$ cat src/rtl/vred_seq_ctrl_if.sv
// Bundle of the command, vs2-beat, reduction-unit and result channels of vred_seq_ctrl.
// The sequencer uses the slave side; issue logic and the reduction unit drive the master side.
interface vred_seq_ctrl_if #(
    parameter int DATA_WIDTH  = 64,
    parameter int OPSEL_WIDTH = 3,
    parameter int SEW_WIDTH   = 2,
    parameter int BEATS_WIDTH = 8
);
    logic                    cmd_valid;
    logic                    cmd_ready;
    logic [OPSEL_WIDTH-1:0]  cmd_opSel;
    logic [SEW_WIDTH-1:0]    cmd_sew;
    logic [BEATS_WIDTH-1:0]  cmd_beats;
    logic [DATA_WIDTH-1:0]   cmd_init;

    logic                    in_valid;
    logic                    in_ready;
    logic [DATA_WIDTH-1:0]   in_data;

    logic [2*DATA_WIDTH-1:0] red_vec0;
    logic                    red_en;
    logic [SEW_WIDTH-1:0]    red_sew;
    logic [OPSEL_WIDTH-1:0]  red_opSel;
    logic [DATA_WIDTH-1:0]   red_out;

    logic                    out_valid;
    logic                    out_ready;
    logic [DATA_WIDTH-1:0]   out_data;

    modport slave (
        input  cmd_valid, cmd_opSel, cmd_sew, cmd_beats, cmd_init,
        output cmd_ready,
        input  in_valid, in_data,
        output in_ready,
        output red_vec0, red_en, red_sew, red_opSel,
        input  red_out,
        output out_valid, out_data,
        input  out_ready
    );

    modport master (
        output cmd_valid, cmd_opSel, cmd_sew, cmd_beats, cmd_init,
        input  cmd_ready,
        output in_valid, in_data,
        input  in_ready,
        input  red_vec0, red_en, red_sew, red_opSel,
        output red_out,
        input  out_valid, out_data,
        output out_ready
    );
endinterface

$ cat src/rtl/vred_seq_ctrl.sv
// Sequences one vector reduction through the shared single-pair reduction unit:
// accumulate vs2 beats, fold the accumulator down to lane 0, combine with vs1[0].
module vred_seq_ctrl #(
    parameter int DATA_WIDTH  = 64,
    parameter int OPSEL_WIDTH = 3,
    parameter int SEW_WIDTH   = 2,
    parameter int BEATS_WIDTH = 8
) (
    input  logic            clk,
    input  logic            rst,
    vred_seq_ctrl_if.slave  bus
);
    typedef enum logic [3:0] {
        IDLE, LOAD, ACC_ISSUE, ACC_WAIT, FOLD_ISSUE, FOLD_WAIT, FIN_ISSUE, FIN_WAIT, DONE
    } state_t;

    state_t                  state, state_nxt;
    logic [OPSEL_WIDTH-1:0]  op_q;
    logic [SEW_WIDTH-1:0]    sew_q;
    logic [BEATS_WIDTH-1:0]  beats_q;
    logic [BEATS_WIDTH-1:0]  rem_q;
    logic [DATA_WIDTH-1:0]   init_q;
    logic [DATA_WIDTH-1:0]   acc_q;
    logic [1:0]              fold_idx;
    logic [1:0]              fold_cnt;
    logic [DATA_WIDTH-1:0]   fold_hi;
    logic [DATA_WIDTH-1:0]   sew_mask;
    state_t                  fold_entry;

    logic                    cmd_ready;
    logic                    in_ready;
    logic                    red_en;
    logic [2*DATA_WIDTH-1:0] red_vec0;
    logic                    cmd_fire;
    logic                    in_fire;

    assign fold_cnt   = 2'd3 - sew_q[1:0];
    assign sew_mask   = {DATA_WIDTH{1'b1}} >> (DATA_WIDTH - (8 << sew_q));
    // A 64b reduction has nothing to fold, so it bypasses FOLD_ISSUE without spending a cycle there.
    assign fold_entry = (fold_cnt == 2'd0) ? FIN_ISSUE : FOLD_ISSUE;
    assign cmd_fire   = bus.cmd_valid && cmd_ready;
    assign in_fire    = bus.in_valid && in_ready;

    always_comb begin
        case (fold_idx)
            2'd0:    fold_hi = acc_q >> (DATA_WIDTH / 2);
            2'd1:    fold_hi = acc_q >> (DATA_WIDTH / 4);
            default: fold_hi = acc_q >> (DATA_WIDTH / 8);
        endcase
    end

    always_ff @(posedge clk) begin
        if (rst) state <= IDLE;
        else     state <= state_nxt;
    end

    always_comb begin
        state_nxt = state;
        cmd_ready = 1'b0;
        in_ready  = 1'b0;
        red_en    = 1'b0;
        red_vec0  = '0;
        case (state)
            IDLE: begin
                cmd_ready = 1'b1;
                if (bus.cmd_valid) state_nxt = (bus.cmd_beats != '0) ? LOAD : DONE;
            end
            LOAD: begin
                in_ready = 1'b1;
                if (bus.in_valid) state_nxt = (beats_q > 1) ? ACC_ISSUE : fold_entry;
            end
            ACC_ISSUE: begin
                in_ready = 1'b1;
                if (bus.in_valid) begin
                    red_en    = 1'b1;
                    red_vec0  = {bus.in_data, acc_q};
                    state_nxt = ACC_WAIT;
                end
            end
            ACC_WAIT:  state_nxt = (rem_q > 1) ? ACC_ISSUE : fold_entry;
            FOLD_ISSUE: begin
                if (fold_cnt == 2'd0) begin
                    state_nxt = FIN_ISSUE;
                end else begin
                    red_en    = 1'b1;
                    red_vec0  = {fold_hi, acc_q};
                    state_nxt = FOLD_WAIT;
                end
            end
            FOLD_WAIT: state_nxt = ((fold_idx + 2'd1) < fold_cnt) ? FOLD_ISSUE : FIN_ISSUE;
            FIN_ISSUE: begin
                red_en    = 1'b1;
                red_vec0  = {init_q, acc_q};
                state_nxt = FIN_WAIT;
            end
            FIN_WAIT:  state_nxt = DONE;
            DONE:      if (bus.out_ready) state_nxt = IDLE;
            default:   state_nxt = IDLE;
        endcase
        // Nothing may be accepted or issued while reset is held, whatever state we were in.
        if (rst) begin
            cmd_ready = 1'b0;
            in_ready  = 1'b0;
            red_en    = 1'b0;
            red_vec0  = '0;
        end
    end

    always_ff @(posedge clk) begin
        if (rst) begin
            op_q     <= '0;
            sew_q    <= '0;
            beats_q  <= '0;
            rem_q    <= '0;
            init_q   <= '0;
            acc_q    <= '0;
            fold_idx <= '0;
        end else begin
            case (state)
                IDLE: if (cmd_fire) begin
                    op_q     <= bus.cmd_opSel;
                    sew_q    <= bus.cmd_sew;
                    beats_q  <= bus.cmd_beats;
                    init_q   <= bus.cmd_init;
                    acc_q    <= bus.cmd_init;
                    fold_idx <= '0;
                end
                LOAD: if (in_fire) begin
                    acc_q <= bus.in_data;
                    rem_q <= beats_q - 1'b1;
                end
                ACC_WAIT: begin
                    acc_q <= bus.red_out;
                    rem_q <= rem_q - 1'b1;
                end
                FOLD_WAIT: begin
                    acc_q    <= bus.red_out;
                    fold_idx <= fold_idx + 2'd1;
                end
                FIN_WAIT: acc_q <= bus.red_out;
                default: ;
            endcase
        end
    end

    assign bus.cmd_ready = cmd_ready;
    assign bus.in_ready  = in_ready;
    assign bus.red_en    = red_en;
    assign bus.red_vec0  = red_vec0;
    assign bus.red_sew   = sew_q;
    assign bus.red_opSel = op_q;
    assign bus.out_valid = (state == DONE);
    assign bus.out_data  = acc_q & sew_mask;
endmodule

$ cat src/flat_wrapper.sv
// flat-port wrapper written by rule: the top's interface ports become plain ports
module vred_seq_ctrl_flat 
#(
    parameter int DATA_WIDTH  = 64,
    parameter int OPSEL_WIDTH = 3,
    parameter int SEW_WIDTH   = 2,
    parameter int BEATS_WIDTH = 8
)
  (clk, rst, bus_cmd_valid, bus_cmd_opSel, bus_cmd_sew, bus_cmd_beats, bus_cmd_init, bus_cmd_ready, bus_in_valid, bus_in_data, bus_in_ready, bus_red_vec0, bus_red_en, bus_red_sew, bus_red_opSel, bus_red_out, bus_out_valid, bus_out_data, bus_out_ready);
  vred_seq_ctrl_if #(.DATA_WIDTH(DATA_WIDTH), .OPSEL_WIDTH(OPSEL_WIDTH), .SEW_WIDTH(SEW_WIDTH), .BEATS_WIDTH(BEATS_WIDTH)) bus_i ();
  input  logic clk;
  input  logic rst;
  input wire logic [$bits(bus_i.cmd_valid)-1:0] bus_cmd_valid;
  input wire logic [$bits(bus_i.cmd_opSel)-1:0] bus_cmd_opSel;
  input wire logic [$bits(bus_i.cmd_sew)-1:0] bus_cmd_sew;
  input wire logic [$bits(bus_i.cmd_beats)-1:0] bus_cmd_beats;
  input wire logic [$bits(bus_i.cmd_init)-1:0] bus_cmd_init;
  output wire logic [$bits(bus_i.cmd_ready)-1:0] bus_cmd_ready;
  input wire logic [$bits(bus_i.in_valid)-1:0] bus_in_valid;
  input wire logic [$bits(bus_i.in_data)-1:0] bus_in_data;
  output wire logic [$bits(bus_i.in_ready)-1:0] bus_in_ready;
  output wire logic [$bits(bus_i.red_vec0)-1:0] bus_red_vec0;
  output wire logic [$bits(bus_i.red_en)-1:0] bus_red_en;
  output wire logic [$bits(bus_i.red_sew)-1:0] bus_red_sew;
  output wire logic [$bits(bus_i.red_opSel)-1:0] bus_red_opSel;
  input wire logic [$bits(bus_i.red_out)-1:0] bus_red_out;
  output wire logic [$bits(bus_i.out_valid)-1:0] bus_out_valid;
  output wire logic [$bits(bus_i.out_data)-1:0] bus_out_data;
  input wire logic [$bits(bus_i.out_ready)-1:0] bus_out_ready;
  assign bus_i.cmd_valid = bus_cmd_valid;
  assign bus_i.cmd_opSel = bus_cmd_opSel;
  assign bus_i.cmd_sew = bus_cmd_sew;
  assign bus_i.cmd_beats = bus_cmd_beats;
  assign bus_i.cmd_init = bus_cmd_init;
  assign bus_cmd_ready = bus_i.cmd_ready;
  assign bus_i.in_valid = bus_in_valid;
  assign bus_i.in_data = bus_in_data;
  assign bus_in_ready = bus_i.in_ready;
  assign bus_red_vec0 = bus_i.red_vec0;
  assign bus_red_en = bus_i.red_en;
  assign bus_red_sew = bus_i.red_sew;
  assign bus_red_opSel = bus_i.red_opSel;
  assign bus_i.red_out = bus_red_out;
  assign bus_out_valid = bus_i.out_valid;
  assign bus_out_data = bus_i.out_data;
  assign bus_i.out_ready = bus_out_ready;
  vred_seq_ctrl #(.DATA_WIDTH(DATA_WIDTH), .OPSEL_WIDTH(OPSEL_WIDTH), .SEW_WIDTH(SEW_WIDTH), .BEATS_WIDTH(BEATS_WIDTH)) u_core (.clk(clk), .rst(rst), .bus(bus_i));
endmodule
$ cat config.mk
export PLATFORM = sky130hd
export DESIGN_NAME = vred_seq_ctrl_flat
export DESIGN_NICKNAME = d
export VERILOG_FILES = /design/src/rtl/vred_seq_ctrl_if.sv /design/src/rtl/vred_seq_ctrl.sv /design/src/flat_wrapper.sv
export SDC_FILE = /design/constraint.sdc
export NUM_CORES = 1
export LEC_CHECK = 0
export BUFFER_PORTS_ARGS = -buffer_cell sky130_fd_sc_hd__buf_2
export CORE_UTILIZATION = 30
export DETAILED_ROUTE_END_ITERATION = 7
export RECOVER_POWER = 25
export REMOVE_ABC_BUFFERS = 1
export SYNTH_ARGS = -nofsm -noshare
export SYNTH_HDL_FRONTEND = slang
export SYNTH_SLANG_ARGS = --single-unit
$ cat constraint.sdc
create_clock -name clk -period 5.5 [get_ports clk]
set_input_delay 1.1 -clock clk [delete_from_list [all_inputs] [get_ports clk]]
set_output_delay 1.1 -clock clk [all_outputs]
set_load 0.005 [all_outputs]
==> results.json <==
{
  "syn-mean-instance-area_um2": 7.44,
  "dpl.cell_count": 2145,
  "critical_path.startpoint_type": "primary input",
  "min_delay_worst_endpoint": "u_core.init_q[61]",
  "post_cts_setup_inserts": 0,
  "cp-startpoint": "rst",
  "fin_nets": 1926,
  "detail_route.wirelength_um": 45100,
  "placed_standard_cell_area_um2": 12700,
  "timing.slew.headroom_pct": -77.6,
  "detailedRoute.firstIterationViolations": 868,
  "numPortBuffers": 410,
  "vias_per_cell": 5.54,
  "rrSetupSlack_ns": 1.33,
  "yosysUniqueCellTypes": 57,
  "cp.arrival_ns": 3.65,
  "initial_antenna_violation_count": 2,
  "stdcell_area_um2": 13300,
  "async_reset_ff_share_pct": 0,
  "worst_hold_path.num_cells": 2,
  "max-clock-path-buffers": 2,
  "synthDominantAreaCellType": "dfxtp_1",
  "synth.most_common_cell": "nand2_1",
  "post_route_cells_drive_above_1_share_pct": 26.8,
  "critical_path.top_delay_family": "simple AND/OR/NAND/NOR gates",
  "seq_total_area_yosys_pct": 29.5,
  "rsz0062_at_grt": "no",
  "clock.fmax_ghz": 0.210,
  "final_hold_viol_count": 0,
  "average_wire_per_standard_cell_um": 20.7,
  "synthTopCellsByArea": "dfxtp_1 29%, nand2_1 7.5%, a21oi_1 6.7%, a22oi_1 6.3%, mux2i_1 6.2%",
  "holdCritPathClass": "register to register",
  "failed_checks": "capacitance limit, slew limit",
  "drt_first_pass_iters": 5,
  "chipWidth_um": 189,
  "clkLatencyLatePin_ns": 0.45,
  "min-delay-start": "u_core.init_q[61]",
  "die-area_um2": 35800,
  "floorplan.core_area_um2": 34500,
  "dp_hpwl_um": 29200,
  "worst_r2r_path_depth": 5,
  "grtUsageTotal_pct": 24.4,
  "cp-end-kind": "primary output",
  "first_global_vias": 11400,
  "peakVddDrop_uv": 201,
  "cp_num_buf_inv": 3,
  "layout_setup_ws_ns": 0.748,
  "antenna_left": 0,
  "postCtsHoldBufs": 0,
  "top_level_ports": 411,
  "yosys_most_used_dff": "dfxtp_1",
  "r2r_start": "u_core.state[0]",
  "min_period_over_period_pct": 86.4,
  "period_needed_ns": 4.75,
  "status": "finished, violations left",
  "cts_sinks": 155,
  "yosys_register_bits": 155,
  "mappedNetlistArea_um2": 10500,
  "grt_overflow": 0,
  "setup_violations": 0,
  "power.density_nw_per_um2": 263,
  "netlist.area_leader.share_pct": 29.5,
  "critical-path-slowest-cell": "nor3_1",
  "ys_warn_count": 0,
  "critical_path.reg2reg.endpoint": "u_core.init_q[33]",
  "place.gp.congestion": 0.922,
  "commonest_cells_in_the_synthesized_netlist": "210 x nand2_1, 155 x dfxtp_1, 140 x a21oi_1, 103 x clkbuf_1, 89 x a22oi_1",
  "die-height_um": 189,
  "crit_required_ns": 4.40,
  "placementRows": 68,
  "cells_along_the_critical_path": "buf_4, nor3_1, o311a_2, buf_4, and2_1, buf_2",
  "initial_standard_cell_utilization_of_the_core_pct": 30.5,
  "syn-instance-count": 1415,
  "timing.max_cap.violations": 4,
  "clock_tree_from_tritoncts": "done",
  "worst-setup-path-type": "primary input to primary output",
  "pin_count_of_the_biggest_net_entering_global_routing": 91,
  "cts.reportedPaths.clkPinSlew_ns": 0.07,
  "clock_skew_ns": 0.0148,
  "via_count": 12100,
  "final_cell_count_no_fill": 2177,
  "critical_path.max_fanout": 70,
  "dpl_worst_slack_ns": 1.02,
  "critical_path.most_common_cell": "buf_4",
  "number_of_flops_mapped_to_enable_cells_by_yosys": 0,
  "first_pass_grt_wire_length_um": 67400,
  "longest_individual_stage_delay_on_the_worst_path_ns": 0.77,
  "htree_levels": 4,
  "maxSlewViolCount": 239,
  "cts_buffers": 17,
  "power_leakage_nw": 6.04,
  "flow.area_growth_from_synthesis_pct": 26.0,
  "root_buffer_selected_by_cts": "clkbuf_16",
  "worst_slew_pin_slew_ns": 2.66,
  "post_cts.resized_instances": 0,
  "num_antenna_cells": 0,
  "number_of_design_rule_violations_left_after_detail_routing": 0
}
## registers in the layout, indices dropped and copies added, names as in the netlist
register	flops
u_core.acc_q	64
u_core.init_q	64
u_core.beats_q	8
u_core.rem_q	8
u_core.state	4
u_core.bus.red_opSel	3
u_core.bus.red_sew	2
u_core.fold_idx	2
## stage by stage
stage	utilization (%)	total power [mW]	setup TNS [ns]	hold slack, ns
after detailed placement	36.7	2.20	0	0.463
after global placement	36.7	2.19	0	0.463
after floorplan	-	1.84	-40.93	0.449
after CTS	38.5	3.52	0	0.476
after global routing	38.4	3.65	0	0.493
final	38.4	3.49	0	0.477
## layout by cell type, fill, tap and decap left out, types with 3 or more instances in the layout
master       n
a21o_1      32
a21oi_1    140
a221o_1     64
a22oi_1     89
a2bb2oi_1    8
a31oi_1      6
and2_0       7
and2_1      74
and3_1      36
buf_2      396
buf_4       19
bufinv_16    4
clkbuf_1    18
clkbuf_16   17
clkinv_4     4
dfxtp_1    154
ha_1         5
inv_1        9
mux2i_1     65
nand2_1    209
nand2b_1    20
nand3_1     85
nand3b_1    67
nor2_1      83
nor2b_1     10
nor3_1      10
nor3b_1     11
nor4_1       3
o211ai_1     3
o21ai_0     23
o31ai_1      3
## final cells by class
| class | count | area, µm² |
|---|---|---|
| fillers | 3671 | 21300 |
| inverters | 9 | 33.8 |
| repair buffers | 433 | 2210 |
| multi-input cells | 1093 | 6720 |
| clock buffers | 22 | 464 |
| well taps | 455 | 569 |
| flip-flops and latches | 155 | 3100 |
| clock inverters | 10 | 165 |
## worst register-to-register path, delay by kind of cell (launching register included)
kind / cells / cell delay [ns]
AND/OR/NAND/NOR: 4 / 3.02
buffers and inverters: 1 / 0.61
flip-flops: 1 / 0.48
## where the power goes
| part | switching (mW) | leakage [nW] | internal (mW) | total (mW) |
|---|---|---|---|---|
| Sequential | 0.143 | 1.27 | 1.24 | 1.39 |
| Combinational | 0.482 | 4.46 | 0.318 | 0.801 |
| Clock | 0.516 | 0.308 | 0.786 | 1.30 |
| Total | 1.14 | 6.04 | 2.35 | 3.49 |
## how the worst max path moves through the flow
stage                                    to  depth (start not counted)  slack [ns]
after global placement      bus_red_vec0[1]                          6        1.10
after detailed placement   bus_red_vec0[50]                          6        1.02
after global routing      u_core.init_q[57]                          6        0.47
after floorplan             u_core.acc_q[0]                          4       -0.64
after CTS                  bus_red_vec0[93]                          7        0.92
final                      bus_red_vec0[50]                          6        0.75
## cell families after synthesis
logic type | synth area share (%)
mux | 6.29
compound gates | 25.2
flops | 29.5
buf+inv | 7.17
xor+xnor | 0.333
fa+ha+maj | 0.832
simple gates | 30.7
## layer usage
| metal | track usage [%] | up-vias | wire length [µm] |
|---|---|---|---|
| met2 | 41.6 | 582 | 21400 |
| met3 | 4.15 | 67 | 3380 |
| met5 | 0 | - | 13 |
| li1 | - | 5660 | - |
| met4 | 10.2 | 2 | 1280 |
| met1 | 30.1 | 5758 | 19000 |
No activity file was read; power rests on OpenSTA's default activity.
